<file path="config.mk">
export PLATFORM = sky130hd
export DESIGN_NAME = riscv_regfile_debug_port_flat
export DESIGN_NICKNAME = d
export VERILOG_FILES = /design/src/rtl/riscv_regfile_debug_port_pkg.sv /design/src/rtl/riscv_regfile_debug_port_if.sv /design/src/rtl/riscv_regfile_debug_port.sv /design/src/flat_wrapper.sv
export SDC_FILE = /design/constraint.sdc
export NUM_CORES = 1
export LEC_CHECK = 0
export CORE_MARGIN = 2
export CORE_UTILIZATION = 46
export DETAILED_ROUTE_END_ITERATION = 8
export PLACE_DENSITY = 0.89
export RECOVER_POWER = 50
export SLEW_MARGIN = 20
export SYNTH_ARGS = -nofsm -noshare
export SYNTH_HDL_FRONTEND = slang
export SYNTH_SLANG_ARGS = --single-unit
</file>
<file path="constraint.sdc">
create_clock -name clk -period 3.8 [get_ports clk]
set_clock_uncertainty 0.05 [all_clocks]
set_input_delay 0.76 -clock clk [delete_from_list [all_inputs] [get_ports clk]]
set_output_delay 0.76 -clock clk [all_outputs]
set_load 0.01 [all_outputs]
</file>
<file path="src/rtl/riscv_regfile_debug_port_pkg.sv">
// Shared encodings for the register-file debug port: command opcodes and FSM states.
package riscv_dbg_pkg;

  typedef enum logic [1:0] {
    OP_READ  = 2'b00,
    OP_WRITE = 2'b01,
    OP_DUMP  = 2'b10,
    OP_RSVD  = 2'b11
  } dbg_op_e;

  typedef enum logic [2:0] {
    ST_IDLE   = 3'd0,
    ST_SETTLE = 3'd1,
    ST_CAPT   = 3'd2,
    ST_WRITE  = 3'd3,
    ST_RESP   = 3'd4
  } dbg_state_e;

endpackage

</file>
<file path="src/rtl/riscv_regfile_debug_port_if.sv">
// Command/response channels plus the register-file port driven by the debug initiator.
interface riscv_regfile_debug_port_if #(
  parameter int XLEN   = 32,
  parameter int ADDR_W = 5
);
  logic              cmd_valid;
  logic              cmd_ready;
  logic [1:0]        cmd_op;
  logic [ADDR_W-1:0] cmd_addr;
  logic [XLEN-1:0]   cmd_wdata;
  logic              rsp_valid;
  logic              rsp_ready;
  logic [ADDR_W-1:0] rsp_addr;
  logic [XLEN-1:0]   rsp_data;
  logic              rsp_last;
  logic              rsp_err;
  logic              rf_regWrite;
  logic [ADDR_W-1:0] rf_rd;
  logic [XLEN-1:0]   rf_data;
  logic [ADDR_W-1:0] rf_rs1;
  logic [XLEN-1:0]   rf_rdata1;
  logic              dbg_active;

  modport master (
    output cmd_valid, cmd_op, cmd_addr, cmd_wdata, rsp_ready, rf_rdata1,
    input  cmd_ready, rsp_valid, rsp_addr, rsp_data, rsp_last, rsp_err,
    input  rf_regWrite, rf_rd, rf_data, rf_rs1, dbg_active
  );

  modport slave (
    input  cmd_valid, cmd_op, cmd_addr, cmd_wdata, rsp_ready, rf_rdata1,
    output cmd_ready, rsp_valid, rsp_addr, rsp_data, rsp_last, rsp_err,
    output rf_regWrite, rf_rd, rf_data, rf_rs1, dbg_active
  );
endinterface

</file>
<file path="src/rtl/riscv_regfile_debug_port.sv">
// Debug initiator for the RV32I register file: serialises READ/WRITE/DUMP commands onto the
// register-file ports and streams results back over a valid/ready response channel.
module riscv_regfile_debug_port
  import riscv_dbg_pkg::*;
#(
  parameter int XLEN          = 32,
  parameter int ADDR_W        = 5,
  parameter int NUM_REGS      = 32,
  parameter int SETTLE_CYCLES = 1
) (
  input  logic                      clk,
  input  logic                      rst_n,
  riscv_regfile_debug_port_if.slave bus
);

  localparam int CNT_W = (SETTLE_CYCLES > 1) ? $clog2(SETTLE_CYCLES) : 1;

  dbg_state_e        r_state;
  dbg_state_e        w_state_next;
  logic [CNT_W-1:0]  r_settle_cnt;
  logic [ADDR_W-1:0] r_idx;
  logic              r_dump;
  logic              r_rsp_valid;
  logic [ADDR_W-1:0] r_rsp_addr;
  logic [XLEN-1:0]   r_rsp_data;
  logic              r_rsp_last;
  logic              r_rsp_err;
  logic              r_rf_we;
  logic [ADDR_W-1:0] r_rf_rd;
  logic [XLEN-1:0]   r_rf_data;
  logic [ADDR_W-1:0] r_rf_rs1;

  logic w_cmd_ready;
  logic w_accept;
  logic w_settle_done;
  logic w_rsp_fire;
  logic w_idx_last;

  assign w_cmd_ready   = rst_n && (r_state == ST_IDLE);
  assign w_accept      = bus.cmd_valid && w_cmd_ready;
  assign w_settle_done = (r_settle_cnt == CNT_W'(SETTLE_CYCLES - 1));
  assign w_rsp_fire    = r_rsp_valid && bus.rsp_ready;
  assign w_idx_last    = (r_idx == ADDR_W'(NUM_REGS - 1));

  // State register
  always_ff @(posedge clk or negedge rst_n) begin
    if (!rst_n) begin
      r_state <= ST_IDLE;
    end else begin
      r_state <= w_state_next;
    end
  end

  // Next-state decode
  always_comb begin
    w_state_next = r_state;
    case (r_state)
      ST_IDLE: begin
        if (w_accept) begin
          case (bus.cmd_op)
            OP_READ:  w_state_next = ST_SETTLE;
            OP_DUMP:  w_state_next = ST_SETTLE;
            OP_WRITE: w_state_next = ST_WRITE;
            default:  w_state_next = ST_RESP;
          endcase
        end else begin
          w_state_next = ST_IDLE;
        end
      end
      ST_SETTLE: begin
        if (w_settle_done) begin
          w_state_next = ST_CAPT;
        end else begin
          w_state_next = ST_SETTLE;
        end
      end
      ST_CAPT:  w_state_next = ST_RESP;
      ST_WRITE: w_state_next = ST_RESP;
      ST_RESP: begin
        if (!w_rsp_fire) begin
          w_state_next = ST_RESP;
        end else if (r_dump && !r_rsp_last) begin
          w_state_next = ST_SETTLE;
        end else begin
          w_state_next = ST_IDLE;
        end
      end
      default: w_state_next = ST_IDLE;
    endcase
  end

  // Datapath: register-file drive, settle counter and the held response beat
  always_ff @(posedge clk or negedge rst_n) begin
    if (!rst_n) begin
      r_settle_cnt <= '0;
      r_idx        <= '0;
      r_dump       <= 1'b0;
      r_rsp_valid  <= 1'b0;
      r_rsp_addr   <= '0;
      r_rsp_data   <= '0;
      r_rsp_last   <= 1'b0;
      r_rsp_err    <= 1'b0;
      r_rf_we      <= 1'b0;
      r_rf_rd      <= '0;
      r_rf_data    <= '0;
      r_rf_rs1     <= '0;
    end else begin
      case (r_state)
        ST_IDLE: begin
          if (w_accept) begin
            case (bus.cmd_op)
              OP_READ: begin
                r_rf_rs1     <= bus.cmd_addr;
                r_idx        <= bus.cmd_addr;
                r_settle_cnt <= '0;
              end
              OP_WRITE: begin
                r_rf_we   <= 1'b1;
                r_rf_rd   <= bus.cmd_addr;
                r_rf_data <= bus.cmd_wdata;
              end
              OP_DUMP: begin
                r_rf_rs1     <= '0;
                r_idx        <= '0;
                r_dump       <= 1'b1;
                r_settle_cnt <= '0;
              end
              default: begin
                r_rsp_err   <= 1'b1;
                r_rsp_data  <= '0;
                r_rsp_addr  <= bus.cmd_addr;
                r_rsp_last  <= 1'b1;
                r_rsp_valid <= 1'b1;
              end
            endcase
          end
        end
        ST_SETTLE: begin
          if (!w_settle_done) begin
            r_settle_cnt <= r_settle_cnt + CNT_W'(1);
          end
        end
        ST_CAPT: begin
          r_rsp_data  <= bus.rf_rdata1;
          r_rsp_addr  <= r_idx;
          r_rsp_last  <= !r_dump || w_idx_last;
          r_rsp_valid <= 1'b1;
        end
        ST_WRITE: begin
          // x0 is hardwired, so the echoed value is what the register now really holds
          r_rf_we     <= 1'b0;
          r_rsp_addr  <= r_rf_rd;
          r_rsp_data  <= (r_rf_rd == ADDR_W'(0)) ? XLEN'(0) : r_rf_data;
          r_rsp_last  <= 1'b1;
          r_rsp_valid <= 1'b1;
        end
        ST_RESP: begin
          if (w_rsp_fire) begin
            r_rsp_valid <= 1'b0;
            if (r_dump && !r_rsp_last) begin
              r_idx        <= r_idx + ADDR_W'(1);
              r_rf_rs1     <= r_idx + ADDR_W'(1);
              r_settle_cnt <= '0;
            end else begin
              r_dump    <= 1'b0;
              r_rsp_err <= 1'b0;
            end
          end
        end
        default: begin
          r_rsp_valid <= 1'b0;
        end
      endcase
    end
  end

  assign bus.cmd_ready   = w_cmd_ready;
  assign bus.rsp_valid   = r_rsp_valid;
  assign bus.rsp_addr    = r_rsp_addr;
  assign bus.rsp_data    = r_rsp_data;
  assign bus.rsp_last    = r_rsp_last;
  assign bus.rsp_err     = r_rsp_err;
  assign bus.rf_regWrite = r_rf_we;
  assign bus.rf_rd       = r_rf_rd;
  assign bus.rf_data     = r_rf_data;
  assign bus.rf_rs1      = r_rf_rs1;
  assign bus.dbg_active  = (r_state != ST_IDLE);

endmodule
</file>
<file path="src/flat_wrapper.sv">
// flat-port wrapper written by rule: the top's interface ports become plain ports
module riscv_regfile_debug_port_flat import riscv_dbg_pkg::*;
#(
  parameter int XLEN          = 32,
  parameter int ADDR_W        = 5,
  parameter int NUM_REGS      = 32,
  parameter int SETTLE_CYCLES = 1
)
  (clk, rst_n, bus_cmd_valid, bus_cmd_op, bus_cmd_addr, bus_cmd_wdata, bus_rsp_ready, bus_rf_rdata1, bus_cmd_ready, bus_rsp_valid, bus_rsp_addr, bus_rsp_data, bus_rsp_last, bus_rsp_err, bus_rf_regWrite, bus_rf_rd, bus_rf_data, bus_rf_rs1, bus_dbg_active);
  riscv_regfile_debug_port_if #(.XLEN(XLEN), .ADDR_W(ADDR_W)) bus_i ();
  input  logic clk;
  input  logic rst_n;
  input wire logic [$bits(bus_i.cmd_valid)-1:0] bus_cmd_valid;
  input wire logic [$bits(bus_i.cmd_op)-1:0] bus_cmd_op;
  input wire logic [$bits(bus_i.cmd_addr)-1:0] bus_cmd_addr;
  input wire logic [$bits(bus_i.cmd_wdata)-1:0] bus_cmd_wdata;
  input wire logic [$bits(bus_i.rsp_ready)-1:0] bus_rsp_ready;
  input wire logic [$bits(bus_i.rf_rdata1)-1:0] bus_rf_rdata1;
  output wire logic [$bits(bus_i.cmd_ready)-1:0] bus_cmd_ready;
  output wire logic [$bits(bus_i.rsp_valid)-1:0] bus_rsp_valid;
  output wire logic [$bits(bus_i.rsp_addr)-1:0] bus_rsp_addr;
  output wire logic [$bits(bus_i.rsp_data)-1:0] bus_rsp_data;
  output wire logic [$bits(bus_i.rsp_last)-1:0] bus_rsp_last;
  output wire logic [$bits(bus_i.rsp_err)-1:0] bus_rsp_err;
  output wire logic [$bits(bus_i.rf_regWrite)-1:0] bus_rf_regWrite;
  output wire logic [$bits(bus_i.rf_rd)-1:0] bus_rf_rd;
  output wire logic [$bits(bus_i.rf_data)-1:0] bus_rf_data;
  output wire logic [$bits(bus_i.rf_rs1)-1:0] bus_rf_rs1;
  output wire logic [$bits(bus_i.dbg_active)-1:0] bus_dbg_active;
  assign bus_i.cmd_valid = bus_cmd_valid;
  assign bus_i.cmd_op = bus_cmd_op;
  assign bus_i.cmd_addr = bus_cmd_addr;
  assign bus_i.cmd_wdata = bus_cmd_wdata;
  assign bus_i.rsp_ready = bus_rsp_ready;
  assign bus_i.rf_rdata1 = bus_rf_rdata1;
  assign bus_cmd_ready = bus_i.cmd_ready;
  assign bus_rsp_valid = bus_i.rsp_valid;
  assign bus_rsp_addr = bus_i.rsp_addr;
  assign bus_rsp_data = bus_i.rsp_data;
  assign bus_rsp_last = bus_i.rsp_last;
  assign bus_rsp_err = bus_i.rsp_err;
  assign bus_rf_regWrite = bus_i.rf_regWrite;
  assign bus_rf_rd = bus_i.rf_rd;
  assign bus_rf_data = bus_i.rf_data;
  assign bus_rf_rs1 = bus_i.rf_rs1;
  assign bus_dbg_active = bus_i.dbg_active;
  riscv_regfile_debug_port #(.XLEN(XLEN), .ADDR_W(ADDR_W), .NUM_REGS(NUM_REGS), .SETTLE_CYCLES(SETTLE_CYCLES)) u_core (.clk(clk), .rst_n(rst_n), .bus(bus_i));
endmodule
</file>
==> results of run 1 <==
-- routing by layer --
metal / wire length [um] / GRT usage / vias up
met5: 0 / 0 / -
met4: 235 / 0.106 / 0
met3: 680 / 0.0559 / 17
met2: 5730 / 0.430 / 140
met1: 4180 / 0.305 / 1664
li1: - / - / 1517
-- where the power goes --
group          internal (uW)  switching (uW)  total, uW  leakage [uW]
combinational           1140             851       1990       0.00127
clock                    324             335        659     0.0000989
sequential              1390             363       1750       0.00104
-- state kept, by name, indices dropped and copies added (netlist names) --
| signal | count |
|---|---|
| u_core.bus.rsp_last | 1 |
| u_core.bus.rsp_data | 32 |
| u_core.r_state | 3 |
| u_core.bus.rf_data | 32 |
| u_core.bus.rf_rd | 5 |
| u_core.r_dump | 1 |
| u_core.bus.rsp_addr | 5 |
| u_core.bus.rf_regWrite | 1 |
| u_core.bus.rf_rs1 | 5 |
| u_core.bus.rsp_err | 1 |
| u_core.bus.rsp_valid | 1 |
-- Yosys cell counts --
cell type,instances
a211o_1,1
a211oi_1,1
a21boi_0,1
a21o_1,1
a21oi_1,5
a221oi_1,32
a31o_2,1
a31oi_1,4
a41oi_1,1
and2_1,2
and3_1,3
buf_1,1
buf_2,4
clkbuf_1,17
dfrtp_1,87
ha_1,2
inv_1,3
mux2_1,8
mux2_2,31
mux2i_1,5
nand2_1,22
nand2b_1,2
nand3_1,2
nand3b_1,2
nand4_1,2
nand4b_1,1
nor2_1,67
nor2b_1,3
nor3_1,3
nor3b_2,1
nor4b_4,1
o21ai_0,13
o22a_1,1
o32a_1,2
or3b_2,1
-- worst paths after layout --
| path | to | slack, ns | cells after the start |
|---|---|---|---|
| setup / recovery | u_core.bus.rsp_data[17] | 0.62 | 6 |
| hold reg to reg | u_core.bus.rsp_addr[2] | 0.43 | 2 |
| max in group asynchronous | u_core.bus.rf_rd[0] | 2.19 | 3 |
| setup reg to reg | u_core.bus.rsp_data[17] | 0.67 | 5 |
| min in group asynchronous | u_core.bus.rsp_addr[3] | 0.52 | 2 |
| hold / removal | u_core.bus.rsp_addr[2] | 0.43 | 2 |
-- kinds of logic after synthesis --
logic type | count (synthesis) | share of synthesized area
simple gates | 112 | 0.134
mux | 44 | 0.130
compound gates | 63 | 0.126
fa+ha+maj | 2 | 0.00664
flops | 87 | 0.578
buf+inv | 25 | 0.0262
-- final cells by class --
cell class,count,area share
Inverter,3,0.00199
Timing Repair Buffer,166,0.291
Clock buffer,10,0.0243
Sequential cell,87,0.384
Multi-Input combinational cell,221,0.263
Clock inverter,6,0.0119
Tap cell,105,0.0232
-- per-stage QoR --
step / worst slack [ns] / power (uW) / instance area, um2
after floorplan: 1.64 / 2580 / 3770
after global placement: 1.11 / 3740 / 5490
after detailed placement: 1.11 / 3850 / 5490
after CTS: 0.825 / 4510 / 5690
after global routing: 0.489 / 4700 / 5660
final: 0.621 / 4400 / 5660
-- critical path, delay by kind of cell --
family | cells | cell delay [ns]
buffers and inverters | 2 | 0.72
AO/OA/AOI/OAI | 2 | 1.57
AND/OR/NAND/NOR | 2 | 0.34
-- cell usage in the layout (no fill, tap or decap), types with 3 or more instances in the layout --
| cell | instances |
|---|---|
| a21oi_1 | 4 |
| a221oi_1 | 32 |
| inv_1 | 3 |
| nor3_1 | 3 |
| buf_4 | 5 |
| clkbuf_8 | 10 |
| dlygate4sd3_1 | 32 |
| dfrtp_1 | 87 |
| mux2_1 | 8 |
| nor2_1 | 67 |
| o21ai_0 | 13 |
| clkdlybuf4s50_1 | 126 |
| mux2_2 | 31 |
| nand2_1 | 22 |
| and3_1 | 3 |
| mux2i_1 | 5 |
| a31oi_1 | 4 |
==> qor.txt, run 1 <==
vias in the first global route = 3478
CTS tree = yes
Num CTS Buffers = 9
Die Y = 94.5 um
Syn. warnings = 0
row count = 33
cts repair resizes = 0
required time of the critical path = 4.02 ns
Register Area = 2180 um2
Period minus WS final = 3.18 ns
CP Launch Point = bus_cmd_op[0]
setup violators final = 0
Detailed Place HPWL = 7.72 mm
Arr. time, crit path = 3.40 ns
WL/cell = 18.1 um
largest area contributor in the netlist = dfrtp_1
die area = 8930 um2
Distinct cells, synth = 35
setup TNS = 0 ns
maximum vdd drop = 372 uV
root buffer cell = clkbuf_8
CTS Buffer Depth = 2
largest cells by area after synthesis = dfrtp_1 (58%), mux2_2 (9.3%), a221oi_1 (7.4%), nor2_1 (6.7%), mux2_1 (2.4%)
post-DR vias/cell = 5.58
clock sink total = 87
Synth Cell Area = 3770 um2
sequential area share after synthesis = 0.578
final core occ = 0.700
CP Max Fanout = 23
Tot GR Track Use = 0.251
Fin Hold WS = 0.431 ns
Clock Latency Late Sink = 0.35 ns
initial antenna violation count = 0
status = complete, but fails checks
Final nets = 565
final period utilization = 0.837
max-cap violation count = 1
layout cell share with drive strength beyond 1 = 0.118
total core area = 8090 um2
dpl cells = 582
Max Slew Vio Count = 22
wire length of the first global-routing pass = 17.2 mm
via count = 3338
Reg-to-Reg Start = u_core.r_state[0]
Synth Register Bits = 87
Hold Crit Class = reg2reg
Setup Buffers After CTS = 0
Placer Congestion = 0.836
Static Leak = 0.00241 uW
largest net degree at the start of global routing = 49
syn nets = 410
DR DRC count = 0
IO Pins = 160
syn avg cell area = 11.3 um2
drt first pass iters = 4
crit path max-delay cell type = a31oi_1
Area growth syn-to-layout = 50.4%
final global-route overflow total = 0
I/O Buffers = 159
final WL = 10.8 mm
CP endpoint kind = register
crit-path cells = clkdlybuf4s50_1, and2_1, a31oi_1, buf_12, a221oi_1, nor2_1
Starting Density = 0.465
H-tree levels = 3
final std cells w/o fill = 598
fillers = 613
Final Hold Vio Count = 0
startpoint types = input pin
Clock transition at path regs = 0.09 ns
hold_sp = u_core.bus.rsp_addr[2]
Iteration-0 DRC Markers = 141
Slew headroom = -0.409
Mapped Cells = 333
Final ANT Viol Nets = 0
max incr delay on CP = 1.49 ns
Die Span X = 94.5 um
diode count = 0
Worst Tran Pin Value = 2.10 ns
Power Density = 777 nW/um2
maximum clock rate = 315 MHz
Setup CP Type = in2reg
Hold-fix buffers, CTS = 0
RSZ-0062 raised after global routing = no
top cell type's share of synthesized area = 0.578
violated checks = max-capacitance violations, max-slew violations
Multi-input gate area = 1490 um2
Note: power is estimated with default switching activity, not from simulation.
==> run 2, diff against run 1 <==
- CORE_UTILIZATION: 46 -> 43
- PLACE_DENSITY: 0.89 -> 0.84
- clock period: 3.8 -> 3.3 ns (I/O delays scaled with it)
==> qor.txt, run 2 (same netlist as run 1, synthesis figures left out) <==
CP Max Fanout = 26 (+13%)
Clk pwr share = 0.127 (-0.023)
layout cell share with drive strength beyond 1 = 0.116 (-0.00203)
wire length of the first global-routing pass = 16.6 mm (-3.6%)
maximum clock rate = 348 MHz
Area growth syn-to-layout = 49.3%
CP endpoint kind = register
Comb power frac = 0.464 (+0.011)
Slew headroom = -0.224 (+0.185)
vias in the first global route = 3223 (-7.3%)
Period minus WS final = 2.88 ns
Hold-fix buffers, CTS = 0 (unchanged)
Arr. time, crit path = 3.09 ns (-0.31 ns)
largest net degree at the start of global routing = 55 (+12%)
violated checks = max-capacitance violations, max-slew violations
Static Leak = 0.00240 uW (-0.32%)
setup violators final = 0 (unchanged)
Setup CP Type = in2reg
root buffer cell = clkbuf_8
Net Sw Power = 1720 uW (+11%)
Final nets = 567 (+0.35%)
row count = 34 (+3.0%)
Detailed Place HPWL = 7.34 mm (-4.9%)
required time of the critical path = 3.52 ns (-0.50 ns)
Die Span X = 97.6 um (+3.3%)
Hold Crit Class = reg2reg
cts repair resizes = 0 (unchanged)
startpoint types = input pin
Setup Buffers After CTS = 0 (unchanged)
RSZ-0062 raised after global routing = no
Power Density = 868 nW/um2 (+12%)
drt first pass iters = 6 (+2)
CTS Buffer Depth = 2 (unchanged)
Num CTS Buffers = 9 (unchanged)
Clock Latency Late Sink = 0.34 ns (about the same)
IO Pins = 160 (unchanged)
diode count = 0 (unchanged)
via count = 3231 (-3.2%)
fillers = 691 (+13%)
Max Slew Vio Count = 54 (+150%)
Iteration-0 DRC Markers = 111 (-21%)
I/O Buffers = 159 (unchanged)
clock sink total = 87 (unchanged)
H-tree levels = 3 (unchanged)
DR DRC count = 0 (unchanged)
Multi-input gate area = 1490 um2 (unchanged)
Register Area = 2180 um2 (unchanged)
post-DR vias/cell = 5.38 (-3.7%)
commonest non-fill, non-tap cells in the layout = clkdlybuf4s50_1 (122), dfrtp_1 (87), nor2_1 (67)
Final ANT Viol Nets = 0 (unchanged)
final period utilization = 0.871
final core occ = 0.654 (-0.0453)
WL/cell = 17.2 um (-5.1%)
final global-route overflow total = 0 (unchanged)
total core area = 8590 um2 (+6.2%)
die area = 9520 um2 (+6.7%)
maximum vdd drop = 456 uV (+22%)
status = complete, but fails checks
max-cap violation count = 2 (+1)
Final Hold Vio Count = 0 (unchanged)
CTS tree = yes
Clock transition at path regs = 0.08 ns (about the same)
Reg power frac = 0.409 (+0.012)
Starting Density = 0.438 (-0.0271)
setup TNS = 0 ns (unchanged)
most common cell after layout, fill and taps aside = clkdlybuf4s50_1
Die Y = 97.6 um (+3.3%)
Tot GR Track Use = 0.218 (-0.0322)
Placer Congestion = 0.912 (+9.1%)
final WL = 10.3 mm (-4.6%)
Int Power = 3160 uW (+11%)
Worst Tran Pin Value = 1.84 ns (-0.267 ns)
Switching Share = 0.352 (about the same)
initial antenna violation count = 0 (unchanged)
## run 2: critical path, stage by stage
cell,delay (ns)
clkdlybuf4s50_1,0.44
and2_1,0.22
a31oi_1,1.28
buf_12,0.28
a221oi_1,0.07
nor2_1,0.12
## run 2: area by class of cell
class	count	area share
timing repair buffer	168	0.295
inverter	3	0.00200
multi-input combinational	221	0.265
sequential	87	0.387
clock buffer	9	0.0220
clock inverter	5	0.00489
tap	108	0.0240
## run 2: layer usage
| metal | GRT usage | up-vias | wire length (um) |
|---|---|---|---|
| met3 | 0.0324 | 20 | 516 |
| met5 | 0 | - | 0 |
| met2 | 0.361 | 118 | 5170 |
| li1 | - | 1510 | - |
| met4 | 0.0865 | 0 | 235 |
| met1 | 0.291 | 1583 | 4410 |
## run 2: power groups by stage
stage | clock [uW] | sequential [uW] | combinational, uW
finish | 620 | 2000 | 2270
global route | 681 | 2080 | 2450
CTS | 641 | 2000 | 2390
detailed placement | 0 | 2020 | 2380
global placement | 0 | 1990 | 2320
floorplan | 0 | 2200 | 769
## run 2: worst paths after layout
path / start / to / slack (ns) / cells after the start
worst max-delay path: bus_cmd_op[0] / u_core.bus.rsp_data[13] / 0.42 / 6
worst min-delay path: u_core.r_dump / u_core.bus.rsp_last / 0.43 / 1
worst max register to register: u_core.r_state[0] / u_core.bus.rsp_data[13] / 0.44 / 5
worst min register to register: u_core.r_dump / u_core.bus.rsp_last / 0.43 / 1
max in group asynchronous: rst_n / u_core.r_state[2] / 0.71 / 3
min in group asynchronous: rst_n / u_core.bus.rsp_addr[3] / 0.91 / 2
## run 2: through the flow
stage                     setup slack (ns)  hold slack, ns  std cells  total power, uW  cell area, um2
after floorplan                       1.24           0.314        333             2970            3770
after global placement               0.823           0.408        587             4320            5500
after detailed placement             0.785           0.419        587             4400            5500
after CTS                            0.436           0.296        601             5030            5660
after global routing                 0.219           0.446        601             5210            5620
final                                0.425           0.428        601             4880            5620
==> run 3, diff against run 2 <==
- CTS_BUF_LIST: default -> sky130_fd_sc_hd__clkbuf_8 sky130_fd_sc_hd__clkbuf_16
==> results of run 3 <==
No change in the layout: final DEF, timing and power equal those of run 2.
